## src/rtl/gauss_seq_ctrl.sv

```systemverilog
// Sequencer for the 11x11 blur datapath: column/row counting, line-buffer
// priming, frame-stable kernel select and a delayed filtered-output valid.
module gauss_seq_ctrl #(
    parameter int unsigned H_ACTIVE = 640,
    parameter int unsigned V_ACTIVE = 480,
    parameter int unsigned KERNEL   = 11,
    parameter int unsigned PIPE_LAT = 1,
    parameter int unsigned COL_W    = 13,
    parameter int unsigned ROW_W    = 10
) (
    input  logic             clk,
    input  logic             rst_n,
    input  logic             enable,
    input  logic             frame_start,
    input  logic             pix_valid,
    input  logic [1:0]       filt_sel_in,
    output logic [COL_W-1:0] col,
    output logic             buff_en,
    output logic             shift_en,
    output logic [1:0]       filt_sel,
    output logic [ROW_W-1:0] row,
    output logic             out_valid,
    output logic [COL_W-1:0] out_col,
    output logic             primed,
    output logic             sync_err,
    output logic [1:0]       state
);

    typedef enum logic [1:0] {
        IDLE  = 2'd0,
        PRIME = 2'd1,
        RUN   = 2'd2
    } state_t;

    localparam int unsigned LC_W = $clog2(KERNEL + 1);
    localparam logic [COL_W-1:0] COL_LAST = COL_W'(H_ACTIVE - 1);
    localparam logic [ROW_W-1:0] ROW_LAST = ROW_W'(V_ACTIVE - 1);
    localparam logic [LC_W-1:0]  LC_FULL  = LC_W'(KERNEL);

    state_t            state_q, state_d;
    logic [COL_W-1:0]  col_q, col_d;
    logic [ROW_W-1:0]  row_q, row_d;
    logic [LC_W-1:0]   lcnt_q, lcnt_d;
    logic              shift_q, shift_d;
    logic [1:0]        fsel_q, fsel_d;
    logic              primed_q, primed_d;
    logic              sync_q, sync_d;
    logic [PIPE_LAT-1:0] pv_q, pv_d;
    logic [COL_W-1:0]  pc_q [PIPE_LAT];
    logic [COL_W-1:0]  pc_d [PIPE_LAT];
    logic              accept;
    logic              in_v;
    logic              flush;

    assign accept = pix_valid & ((state_q == PRIME) | (state_q == RUN));

    always_comb begin
        state_d  = state_q;
        col_d    = col_q;
        row_d    = row_q;
        lcnt_d   = lcnt_q;
        shift_d  = 1'b0;
        fsel_d   = fsel_q;
        primed_d = primed_q;
        sync_d   = 1'b0;
        in_v     = 1'b0;
        flush    = 1'b0;

        // priority: disable, then frame_start, then normal pixel acceptance
        if (!enable) begin
            state_d = IDLE;
            flush   = 1'b1;
        end else if (frame_start) begin
            sync_d   = (state_q != IDLE);
            flush    = (state_q != IDLE);
            col_d    = '0;
            row_d    = '0;
            lcnt_d   = '0;
            primed_d = 1'b0;
            fsel_d   = filt_sel_in;
            state_d  = PRIME;
        end else if (accept) begin
            in_v = (state_q == RUN);
            if (col_q == COL_LAST) begin
                col_d   = '0;
                shift_d = 1'b1;
                if (lcnt_q != LC_FULL) begin
                    lcnt_d = lcnt_q + 1'b1;
                end
                row_d = (row_q == ROW_LAST) ? '0 : row_q + 1'b1;
                if ((state_q == PRIME) && (lcnt_d == LC_FULL)) begin
                    primed_d = 1'b1;
                    state_d  = RUN;
                end else if (row_q == ROW_LAST) begin
                    state_d = IDLE;
                end
            end else begin
                col_d = col_q + 1'b1;
            end
        end

        pv_d[0] = in_v;
        pc_d[0] = col_q;
        for (int unsigned i = 1; i < PIPE_LAT; i++) begin
            pv_d[i] = pv_q[i-1];
            pc_d[i] = pc_q[i-1];
        end
        if (flush) begin
            pv_d = '0;
        end
    end

    always_ff @(posedge clk or negedge rst_n) begin
        if (!rst_n) begin
            state_q  <= IDLE;
            col_q    <= '0;
            row_q    <= '0;
            lcnt_q   <= '0;
            shift_q  <= 1'b0;
            fsel_q   <= '0;
            primed_q <= 1'b0;
            sync_q   <= 1'b0;
            pv_q     <= '0;
            for (int unsigned i = 0; i < PIPE_LAT; i++) begin
                pc_q[i] <= '0;
            end
        end else begin
            state_q  <= state_d;
            col_q    <= col_d;
            row_q    <= row_d;
            lcnt_q   <= lcnt_d;
            shift_q  <= shift_d;
            fsel_q   <= fsel_d;
            primed_q <= primed_d;
            sync_q   <= sync_d;
            pv_q     <= pv_d;
            for (int unsigned i = 0; i < PIPE_LAT; i++) begin
                pc_q[i] <= pc_d[i];
            end
        end
    end

    assign buff_en   = accept;
    assign col       = col_q;
    assign row       = row_q;
    assign shift_en  = shift_q;
    assign filt_sel  = fsel_q;
    assign primed    = primed_q;
    assign sync_err  = sync_q;
    assign state     = state_q;
    assign out_valid = pv_q[PIPE_LAT-1];
    assign out_col   = pc_q[PIPE_LAT-1];

endmodule

```

## config.mk

```make
export PLATFORM = sky130hd
export DESIGN_NAME = gauss_seq_ctrl
export DESIGN_NICKNAME = d
export VERILOG_FILES = /design/src/rtl/gauss_seq_ctrl.sv
export SDC_FILE = /design/constraint.sdc
export NUM_CORES = 1
export LEC_CHECK = 0
export CAP_MARGIN = 20
export CORE_MARGIN = 8
export CORE_UTILIZATION = 46
export DETAILED_ROUTE_END_ITERATION = 8
export PLACE_DENSITY_LB_ADDON = 0.05
export SYNTH_ARGS = -nofsm -noshare
export SYNTH_HDL_FRONTEND = slang
export SYNTH_SLANG_ARGS = --single-unit
```

## constraint.sdc

```tcl
create_clock -name clk -period 2.1 [get_ports clk]
set_clock_uncertainty 0.2 [all_clocks]
set_input_delay 0.525 -clock clk [delete_from_list [all_inputs] [get_ports clk]]
set_output_delay 0.525 -clock clk [all_outputs]
set_load 0.01 [all_outputs]
```

==> metrics list, run 1 <==
* Run status: completed
- Number of core rows: 26
- Once layout is complete, the cells apart from fillers number 403.
* Proportion of layout cells with a drive suffix above 1: 28.2%
- Total power density per cell area: 576 nW/um^2
* Final-report hold violation count: 0
- Antenna Cells: 0
- Using the TritonRoute via totals, the vias-per-cell ratio works out to 5.55.
* Vertical extent of the die: 89.1 um
* Starting DRC count in detailed routing: 110
- For the worst setup path, the data arrival time is 1.32 ns.
* Maximum achievable frequency: 0.488 GHz
- Largest net degree at the start of global routing: 29
* Post-synthesis sequential element count: 48
* Switching Share: 27.6%
- Sequential fraction of design power: 50.4%
- The worst path in the final design needs a cycle of 2.05 ns, including I/O delays and setup.
- CP Class: register to output pin
- For the pin with the worst max-slew slack, the measured transition is 0.321 ns.
- Nets@finish: 345
- Most frequent standard cell in the layout excluding fill and tap cells: sky130_fd_sc_hd__buf_4
* Routed via count: 2238
* Fraction of the yosys area taken by sequential cells: 48.9%
- IO Port Bufs: 51
- Along the worst path, the maximum fanout reaches 3.
- Final hold analysis gives a worst-case slack of 0.251 ns.
- The initial utilization of the core area, before any placement, comes to 47.8%.
* Area grow syn2layout: 44.6%
- Clock-pin slew was measured on the worst setup and hold paths at 0.09 ns.
- Die area: 7940 um^2
* Final-layout setup total negative slack: 0 ns
* Mean cell area of the mapped netlist: 10.5 um^2
- Leaving out fill and tap cells, the most frequent cells in the layout are 47 x sky130_fd_sc_hd__buf_4, 40 x sky130_fd_sc_hd__clkdlybuf4s50_1, 37 x sky130_fd_sc_hd__dfrtp_1.
* Unrepaired setup endpoints after global routing: yes
- When the netlist entered floorplanning its net count stood at 247.
- Root buf cell: sky130_fd_sc_hd__clkbuf_8
- Combinational logic is responsible for 21.0% of the overall power.
* First-pass GRT wire length: 10800 um
- Max cap viols: 0
- Once detail routing completed, the nets flagged for antenna violations numbered 0.
- Net switching power: 0.000565 W
* Final cycle utilization of the critical path: 97.5%
- Max Transition Viols Final: 0
- Placeable core region: 5140 um^2
- Global routing used 17.4% of the available tracks across all layers.
- Number of enable flip-flop cells after synthesis: 0
- Drc violations: 0
- Static Leakage: 1.66 nW
- Largest buffer count on any clock path: 2
- In the final routed layout, each cell accounts on average for 16.6 um.
* Global placement routability congestion: 0.874
- The worst hold path belongs to the class register to register.
- Fraction of synthesis flops using an asynchronous set or reset pin: 100%
- Chip width: 89.1 um
* Placed wire-length estimate: 4790 um
- Netlist Area Pre-Place: 2460 um^2
- Worst slew slack as a fraction of its limit: 78.3%
* Required time worst endpoint: 1.37 ns
* GR Overflow Total: 0
- Max IR drop VDD: 0.372 mV
- Total iterations of the first detailed-routing run: 5
- Including well taps, the total number of placed cells is 388.
- The clock tree synthesis step divided the H-tree into 2 levels.
- At the later pin of the worst-skew pair, clock insertion delay measures 0.30 ns.
* Number of instances in the synthesized netlist: 234
- Clock tree synthesis inserted a total of 5 buffers.
* Final setup violation count: 0
* Cell area after placement: 3310 um^2
- Setup slack on the critical path of the routed design comes to 0.0518 ns.
- The Yosys step of the flow raised 0 warnings.
- The via count of the first global-routing pass came to 2211.
- With fillers left out, the area of the finished cells amounts to 3550 um^2.
* Top Ports: 52
- The worst setup path is launched from a register.
- The tree built by TritonCTS fans out to 48 sinks.
* Clock network fraction of total power: 28.6%
* Number of antenna violations at the first check in global routing: 0
- Int Pwr: 0.00148 W
- Detailed-route wire length: 6680 um
* CTS tree: done
- Distinct cells, synth: 57
- STA classifies the critical path endpoint as an output pin.
- Synth Flop Type: sky130_fd_sc_hd__dfrtp_1
- Worst slack at placement: -0.374 ns
[path summary, 6_finish.rpt]
check                           slack, ns  cells after the start            startpoint                     to
min in group asynchronous            0.37                      2                 rst_n  out_col[11]$_DFF_PN0_
worst min register to register       0.25                      0   col[11]$_DFFE_PN0P_  out_col[11]$_DFF_PN0_
worst max-delay path                 0.05                      2  state[1]$_DFFE_PN0P_               state[1]
max in group asynchronous            0.87                      3                 rst_n     col[4]$_DFFE_PN0P_
worst min-delay path                 0.25                      0   col[11]$_DFFE_PN0P_  out_col[11]$_DFF_PN0_
worst max register to register       0.07                      6    col[8]$_DFFE_PN0P_     row[2]$_DFFE_PN0P_
[timing repair]
| item | 4_1_cts | 5_1_grt |
|---|---|---|
| endpoints found under the setup margin | 26 | 34 |
| cloned | 0 | 1 |
| endpoints found under the hold margin | 4 | 0 |
| pin swaps | 2 | 4 |
| buffers inserted | 2 | 3 |
| resized for setup | 14 | 25 |
| hold buffers | 1 | 0 |
[state kept, by name (all words and copies together) (netlist names)]
name and cells:
col 13, out_col 13, row 10, lcnt_q 4, filt_sel 2, state 2, out_valid 1, primed 1
shift_en 1, sync_err 1
[through the flow]
stage          total power [W]  utilization, %
2_1_floorplan          0.00120               -
3_3_place_gp           0.00146            64.4
3_5_place_dp           0.00147            64.4
4_1_cts                0.00206            67.5
5_1_grt                0.00215            69.2
6_report               0.00205            69.2
[routing by layer]
layer | part of all wire (%) | wire, um | up-vias | GRT usage, %
met2 | 51 | 3390 | 66 | 30.8
met5 | 0 | 0 | - | 0
li1 | - | - | 1089 | -
met1 | 43 | 2870 | 1074 | 21.0
met4 | 1.0 | 70 | 0 | 4.98
met3 | 5.2 | 349 | 9 | 3.13
[cell type report]
| type | instances | area (um^2) |
|---|---|---|
| well taps | 70 | 87.6 |
| clock inverters | 2 | 15.0 |
| multi-input cells | 166 | 1200 |
| inverters | 9 | 33.8 |
| fillers | 403 | 1590 |
| flip-flops and latches | 48 | 1210 |
| clock buffers | 6 | 82.6 |
| repair buffers | 102 | 925 |
[kinds of logic after synthesis]
logic type	synth area share, %
mux	1.32
fa+ha+maj	3.05
compound gates	15.6
buf+inv	5.04
simple gates	24.0
xor+xnor	2.14
flops	48.9
[synthesized netlist by cell type, types with 3 or more instances]
| library cell | count | area, um^2 |
|---|---|---|
| sky130_fd_sc_hd__dfrtp_1 | 48 | 1200 |
| sky130_fd_sc_hd__and2_1 | 3 | 18.8 |
| sky130_fd_sc_hd__clkbuf_1 | 3 | 11.3 |
| sky130_fd_sc_hd__xor2_1 | 3 | 26.3 |
| sky130_fd_sc_hd__a31oi_1 | 3 | 18.8 |
| sky130_fd_sc_hd__ha_1 | 6 | 75.1 |
| sky130_fd_sc_hd__o211ai_1 | 5 | 37.5 |
| sky130_fd_sc_hd__nor2_1 | 14 | 52.6 |
| sky130_fd_sc_hd__nand3_1 | 17 | 85.1 |
| sky130_fd_sc_hd__nor3_1 | 3 | 15.0 |
| sky130_fd_sc_hd__and3_1 | 5 | 31.3 |
| sky130_fd_sc_hd__buf_6 | 5 | 56.3 |
| sky130_fd_sc_hd__inv_1 | 9 | 33.8 |
| sky130_fd_sc_hd__or3_1 | 6 | 37.5 |
| sky130_fd_sc_hd__nand2_1 | 18 | 67.6 |
| sky130_fd_sc_hd__o31ai_1 | 4 | 30.0 |
| sky130_fd_sc_hd__and4_1 | 3 | 26.3 |
| sky130_fd_sc_hd__a21oi_1 | 10 | 50.1 |
| sky130_fd_sc_hd__o311ai_1 | 4 | 35.0 |
| sky130_fd_sc_hd__a211o_1 | 3 | 26.3 |
| sky130_fd_sc_hd__o221ai_1 | 4 | 35.0 |
| sky130_fd_sc_hd__nand4_1 | 9 | 56.3 |
| sky130_fd_sc_hd__nor4_1 | 3 | 18.8 |
| sky130_fd_sc_hd__xnor2_1 | 3 | 26.3 |
[power groups by stage]
stage | clock network (W) | registers, W | logic (W)
after floorplan | 0 | 0.00109 | 0.000116
after global placement | 0 | 0.00104 | 0.000418
after detailed placement | 0 | 0.00104 | 0.000425
after CTS | 0.000604 | 0.00103 | 0.000434
after global routing | 0.000643 | 0.00104 | 0.000468
final | 0.000586 | 0.00103 | 0.000431
[critical path: stages (launching register included)]
cell and delay [ns]:
sky130_fd_sc_hd__dfrtp_1 0.37, sky130_fd_sc_hd__buf_4 0.13, sky130_fd_sc_hd__clkdlybuf4s50_1 0.53
Power figures use the tool's default switching activity.
==> inputs of run 2 (changes only) <==
CELL_PAD_IN_SITES_DETAIL_PLACEMENT = 1   (was not set)
CELL_PAD_IN_SITES_GLOBAL_PLACEMENT = 1   (was not set)
CORE_UTILIZATION = 35   (was 46)
SKIP_LAST_GASP = 1   (was not set)
==> run 2 against run 1 <==
Compared with the run above: the run now ends with hold timing left; sequential cell count unchanged; fmax shrank 0.64%; final cell count is 6.5% higher; combinational power is essentially flat; die area is 25% higher; sequential share of layout area down 0.57 points; largest power group unchanged.
==> metrics list, run 2 (same netlist as run 1, synthesis figures left out) <==
* Final-layout worst hold slack: -0.00929 ns (-0.261 ns)
- Among all stages on the critical path, the largest delay is contributed by sky130_fd_sc_hd__clkdlybuf4s50_1.
* Max Transition Viols Final: 0 (unchanged)
- The slew of the pin with the lowest slew margin came to 0.408 ns (+0.0869 ns).
* Number of core rows: 30 (+15%)
- Top Ports: 52 (unchanged)
* Starting DRC count in detailed routing: 29 (-74%)
* Number of antenna violations at the first check in global routing: 0 (unchanged)
* Violated checks: hold timing
- The height of the die is 99.8 um (+12%).
* Vias in the first global route: 2453 (+11%)
- The ratio of cells with drive above 1 in the final layout was 27.6% (-0.60 points).
* Max IR drop VDD: 0.322 mV (-13%)
- CTS tree: done
- The DRC violation count after routing came to 0 (unchanged).
* Total iterations of the first detailed-routing run: 4 (-1)
- The library cell used most frequently in the layout, excluding fill and tap cells, is sky130_fd_sc_hd__buf_4.
* Reg area: 1210 um^2 (-0.21%)
- In the layout the commonest cells are 48 x sky130_fd_sc_hd__buf_4, 39 x sky130_fd_sc_hd__dfrtp_1, 38 x sky130_fd_sc_hd__clkdlybuf4s50_1.
* Initial cell density of the core: 36.2% (-12 points)
- Final critical-path required period: 2.06 ns (+0.0132 ns)
- The worst path buffer plus inverter count was 1 (-1).
* Depth of the CTS H-tree: 2 (unchanged)
- Number of fill cells: 749 (+86%)
- Largest stage delay on the critical path: 0.57 ns (+0.04 ns)
- The data required time at the worst endpoint is 1.37 ns (about the same).
- Placed wire-length estimate: 5370 um (+12%)
- Final setup violation count: 0 (unchanged)
* Worst slew slack as a fraction of its limit: 72.6% (-5.7 points)
* GR Layer Usage met2: 26.7% (-4.2 points)
- The worst hold path belongs to the class input port to asynchronous set/reset pin.
* Nets@finish: 345 (unchanged)
- Clock Sinks: 48 (unchanged)
* Final instance area: 3610 um^2 (+1.5%)
- Residual antenna-violating net count after detailed routing: 0 (unchanged)
- Global placement routability congestion: 0.858 (-1.8%)
- The multi-input combinational cell area came to 1180 um^2 (-1.7%).
- The total global routing track utilization came to 15.4% (-2.0 points).
- The critical-path maximum fanout is 8 (+5).
- Routed via count: 2292 (+2.4%)
* Final-report hold violation count: 20 (+20)
- The maximum number of pins on one net before global-route repair was 49 (+69%).
- Placeable core region: 6790 um^2 (+32%)
* Cell area after placement: 3360 um^2 (+1.4%)
* Unrepaired setup endpoints after global routing: yes
- The met1 track utilization from global routing is 18.1% (-2.9 points).
- Clock latency at the later pin of the worst-skew pair: 0.30 ns (about the same)
* Chip width: 99.8 um (+12%)
- Detailed-route wire length: 7490 um (+12%)
- Final-layout setup total negative slack: 0 ns (unchanged)
- Max cap viols: 0 (unchanged)
* First-pass GRT wire length: 12300 um (+14%)
- The maximum buffer depth of the clock tree came to 2 (unchanged).
- Root buf cell: sky130_fd_sc_hd__clkbuf_8
- STA classifies the critical path endpoint as an output pin.
- Static Leakage: 1.70 nW (+2.4%)
- The number of diodes was 0 (unchanged).
- IO Port Bufs: 51 (unchanged)
- Total power density per cell area: 606 nW/um^2 (+5.2%)
* Peak-usage layer in the global routing report: met2
- Traced cell by cell, the critical path runs through clkdlybuf4s50_1.
- Relative to the synthesized area, the layout overhead comes to 46.7%.
* DR WL/cell: 17.5 um (+5.3%)
- Run status: finished with violations
* Number of CTS-inserted buffers: 5 (unchanged)
* Register clock-pin slew on the reported worst setup and hold paths: 0.09 ns (about the same)
- Cell type group with the largest total delay on the critical path: buffers and inverters
- The worst setup path is of the register to output pin kind.
* Die area: 9960 um^2 (+25%)
* Final cycle utilization of the critical path: 98.2% (+0.63 points)
- The global-route congestion overflow total is 0 (unchanged).
- Number of vias per cell: 5.34 (-3.8%)
- Worst Setup Start Kind: register
* Maximum achievable frequency: 0.485 GHz (-0.64%)
- Number of hold buffers added after cts: 0 (-1)
- The arrival time at the worst endpoint was 1.34 ns (+0.02 ns).
- Global routing met3 resource utilization: 3.39% (+0.27 points)
## run 2: final timing paths
check                                    start                     to  slack (ns)  depth (start not counted)
max reg2reg                 col[8]$_DFFE_PN0P_     row[7]$_DFFE_PN0P_        0.08                          6
min in group clk           col[11]$_DFFE_PN0P_  out_col[11]$_DFF_PN0_        0.26                          0
min reg2reg                col[11]$_DFFE_PN0P_  out_col[11]$_DFF_PN0_        0.26                          0
max                         row[5]$_DFFE_PN0P_                 row[5]        0.04                          1
min                                      rst_n     col[1]$_DFFE_PN0P_      -0.009                          2
max in group asynchronous                rst_n     row[4]$_DFFE_PN0P_        1.45                          2
## run 2: per-stage QoR
stage | util, % | setup WS (ns) | cells | total power (W) | hold slack [ns]
global placement | 49.4 | -0.391 | 414 | 0.00147 | 0.280
global route | 53.1 | -0.0199 | 429 | 0.00229 | 0.00328
detailed placement | 49.4 | -0.397 | 414 | 0.00148 | 0.291
floorplan | - | 0.000934 | 234 | 0.00120 | 0.0294
CTS | 52.0 | -0.0587 | 425 | 0.00221 | 0.00126
finish | 53.1 | 0.0387 | 429 | 0.00219 | -0.00929
## run 2: layer usage
layer | up-vias | wire length, um
met3 | 14 | 267
met2 | 42 | 3760
li1 | 1084 | -
met4 | 0 | 174
met1 | 1152 | 3290
met5 | - | 0
## run 2: repair_timing
item                       in CTS  in global routing
buffers inserted                3                  4
setup endpoints to repair      25                 30
resized for setup              16                 22
pin swaps                       1                  5
## run 2: area by class of cell
type,instances,area share (%)
Inverter,9,0.937
Tap cell,96,3.33
Sequential cell,48,33.6
Multi-Input combinational cell,165,32.6
Clock inverter,2,1.08
Timing Repair Buffer,103,26.2
Clock buffer,6,2.29
## run 2: where the power goes
part	switching, W	internal (W)
logic	0.000204	0.000227
clock network	0.000333	0.000390
registers	0.0000448	0.000987
## run 2: worst reg2reg max path: cells and delay by family, from the launching register on
| family | cells | cell delay [ns] |
|---|---|---|
| simple gates | 3 | 0.90 |
| buf+inv | 2 | 0.34 |
| flops | 1 | 0.41 |
| compound gates | 1 | 0.08 |
==> inputs of run 3 (changes only) <==
CORE_UTILIZATION = 37   (was 35)
CTS_BUF_LIST = sky130_fd_sc_hd__clkbuf_4   (was not set)
==> run 3 against run 2 <==
Compared with the run above: the flow now finishes without violations; final cell count shrank 0.23%; die area shrank 4.5%; fmax fell by 1.5%; sequential cell count stayed put; via count up 4.5%; first-iteration DRC count rose by 79%; wire length increased by 13%; largest cell class unchanged.
==> metrics list, run 3 (same netlist as run 1, synthesis figures left out) <==
- The global-route wire length before repair is 13500 um (+9.2%).
- The static leakage power came to 1.71 nW (+0.46%).
* Number of vias per cell: 5.60 (+4.8%)
* Placeable core region: 6390 um^2 (-6.0%)
- The number of sinks on the clock net is 48 (unchanged).
- The final net count came to 364 (+5.5%).
- The proportion of power drawn by the clock network was 30.9% (-2.2 points).
- Vias in the first global route: 2509 (+2.3%)
- The initial antenna violation count is 0 (unchanged).
- Initial cell density of the core: 38.5% (+2.3 points)
* Depth of the worst register-to-register path: 6 (unchanged)
- Drc violations: 0 (unchanged)
- The number of buffers inserted during clock tree synthesis was 5 (unchanged).
- Reg area: 1210 um^2 (unchanged)
- The max-capacitance violation count came to 0 (unchanged).
- The number of failing setup endpoints in the final timing report came to 0 (unchanged).
- The clock-pin transition on the worst setup and hold timing paths was 0.14 ns (+0.05 ns).
- Chip width: 97.5 um (-2.3%)
* Most frequent standard cell in the layout excluding fill and tap cells: sky130_fd_sc_hd__buf_4
- The routed wire length is 8450 um (+13%).
- Final-layout worst hold slack: 0.326 ns (+0.335 ns)
- Vertical extent of the die: 97.5 um (-2.3%)
- Commonest cells after routing, fill and taps aside: 65 x sky130_fd_sc_hd__buf_4, 39 x sky130_fd_sc_hd__dfrtp_1, 34 x sky130_fd_sc_hd__clkdlybuf4s50_1
* Required time worst endpoint: 1.37 ns (about the same)
- Worst Setup Start Kind: register
- The global-route congestion overflow total came to 0 (unchanged).
* Switching Share: 26.3% (-0.27 points)
- Root buf cell: sky130_fd_sc_hd__clkbuf_4
* Worst slew slack as a fraction of its limit: 71.2% (-1.4 points)
* Final critical-path required period: 2.09 ns (+0.0322 ns)
- Logic gate share of total power: 22.0% (+2.3 points)
* Multi-input combinational cell area: 1210 um^2 (+3.1%)
- IO Port Bufs: 51 (unchanged)
- Final-report hold violation count: 0 (-100%)
* Worst hold-check path type: register to register
- The maximum number of pins on one net before global-route repair was 49 (unchanged).
* Number of fill cells: 715 (-4.5%)
- CTS tree: done
* Antenna Cells: 0 (unchanged)
- Sequential fraction of design power: 47.1% (about the same)
- The ratio of cells with drive above 1 in the final layout came to 33.0% (+5.4 points).
* Number of core rows: 29 (-3.3%)
- Measured slew at the worst slew-check pin: 0.432 ns (+0.0237 ns)
- Starting DRC count in detailed routing: 52 (+79%)
* Post-layout util: 58.2% (+5.2 points)
- Placed wire-length estimate: 5480 um (+2.0%)
- The average wire per standard cell came to 19.7 um (+13%).
- The total global routing track utilization came to 17.2% (+1.7 points).
- Number of instances on the worst hold path: 1
* CP Class: register to output pin
- The pre-CTS setup slack is -0.379 ns (+0.0183 ns).
- Net switching power: 0.000570 W (-2.0%)
- The area of the die is 9510 um^2 (-4.5%).
- The worst-case setup margin in the final layout came to 0.00647 ns (-0.0322 ns).
* Maximum achievable frequency: 0.478 GHz (-1.5%)
- Unrepaired setup endpoints after global routing: yes
* Total power density per cell area: 582 nW/um^2 (-4.0%)
- Total iterations of the first detailed-routing run: 4 (unchanged)
- Depth of the CTS H-tree: 2 (unchanged)
- Clock latency at the later pin of the worst-skew pair: 0.37 ns (+0.07 ns)
- Type of destination of the critical path: output pin
* Largest buffer count on any clock path: 2 (unchanged)
- The internal power contribution is 0.00159 W (-0.60%).
- The critical-path maximum fanout came to 4 (-4).
* Area grow syn2layout: 51.3%
- Top Ports: 52 (unchanged)
* Global placement routability congestion: 0.810 (-5.6%)
- The flow ran to the end, and the final reports show no timing, DRC or antenna violations.
* Final cycle utilization of the critical path: 99.7% (+1.5 points)
* Max Transition Viols Final: 0 (unchanged)
- The worst IR drop on VDD is 0.312 mV (-3.1%).
- Data arrival time of the critical path: 1.37 ns (+0.03 ns)
* Residual antenna-violating net count after detailed routing: 0 (unchanged)
* Routed via count: 2396 (+4.5%)
[run 3: cell types whose count changed in the layout (fill, tap and decap cells not counted), moves of 2 or more]
cell,change
sky130_fd_sc_hd__buf_4,+17
sky130_fd_sc_hd__dlygate4sd2_1,+11
sky130_fd_sc_hd__dlymetal6s2s_1,-7
sky130_fd_sc_hd__clkbuf_8,-6
sky130_fd_sc_hd__clkbuf_4,+5
sky130_fd_sc_hd__clkdlybuf4s50_1,-4
sky130_fd_sc_hd__buf_6,+3
sky130_fd_sc_hd__nor2_1,-3
sky130_fd_sc_hd__nor2_2,+3
sky130_fd_sc_hd__a21oi_1,-2
sky130_fd_sc_hd__o311ai_1,+2
[run 3: repair_timing]
action,in CTS,in global routing
gates resized for setup,35,21
cloned,1,1
hold buffers,1,0
setup endpoints to repair,47,27
buffers inserted,15,7
pin swaps,4,7
hold endpoints to repair,48,0
[run 3: worst max-delay path: stages (launching register included)]
cell and delay (ns):
sky130_fd_sc_hd__dfrtp_1 0.38, sky130_fd_sc_hd__inv_2 0.06, sky130_fd_sc_hd__ha_4 0.29, sky130_fd_sc_hd__and2_1 0.16, sky130_fd_sc_hd__buf_6 0.11
[run 3: routing by layer]
metal	share of wire (%)	track usage, %	up-vias
met4	1.2	4.20	0
met5	0	0	-
met2	52	31.0	49
li1	-	-	1123
met3	3.6	4.13	9
met1	43	19.6	1215
[run 3: power groups by stage]
stage               Sequential, W  Combinational [W]  Clock (W)
floorplan                 0.00109           0.000116          0
global placement          0.00104           0.000428          0
detailed placement        0.00105           0.000436          0
CTS                       0.00102           0.000458   0.000686
global route              0.00103           0.000517   0.000705
finish                    0.00102           0.000476   0.000669
[run 3: area by class of cell]
type | count | share of cell area [%]
sequential | 48 | 32.6
clock inverter | 2 | 1.61
tap | 77 | 2.59
multi-input combinational | 165 | 32.6
clock buffer | 5 | 1.01
inverter | 9 | 1.01
timing repair buffer | 122 | 28.6
[run 3: through the flow]
stage               setup TNS [ns]  instance area, um^2  total power [W]  cells
global placement             -7.33                 3340          0.00147    396
floorplan                        0                 2460          0.00120    234
detailed placement           -8.30                 3340          0.00148    396
global route                -0.159                 3720          0.00225    428
finish                           0                 3720          0.00216    428
CTS                         -0.141                 3600          0.00216    420
[run 3: final timing paths]
kind	startpoint	to	slack [ns]
setup / recovery	state[1]$_DFFE_PN0P_	buff_en	0.006
hold / removal	filt_sel[0]$_DFFE_PN0P_	filt_sel[0]$_DFFE_PN0P_	0.33
setup reg to reg	state[1]$_DFFE_PN0P_	row[7]$_DFFE_PN0P_	0.006
hold reg to reg	filt_sel[0]$_DFFE_PN0P_	filt_sel[0]$_DFFE_PN0P_	0.33
max in group asynchronous	rst_n	col[4]$_DFFE_PN0P_	0.99
min in group asynchronous	rst_n	col[0]$_DFFE_PN0P_	0.45
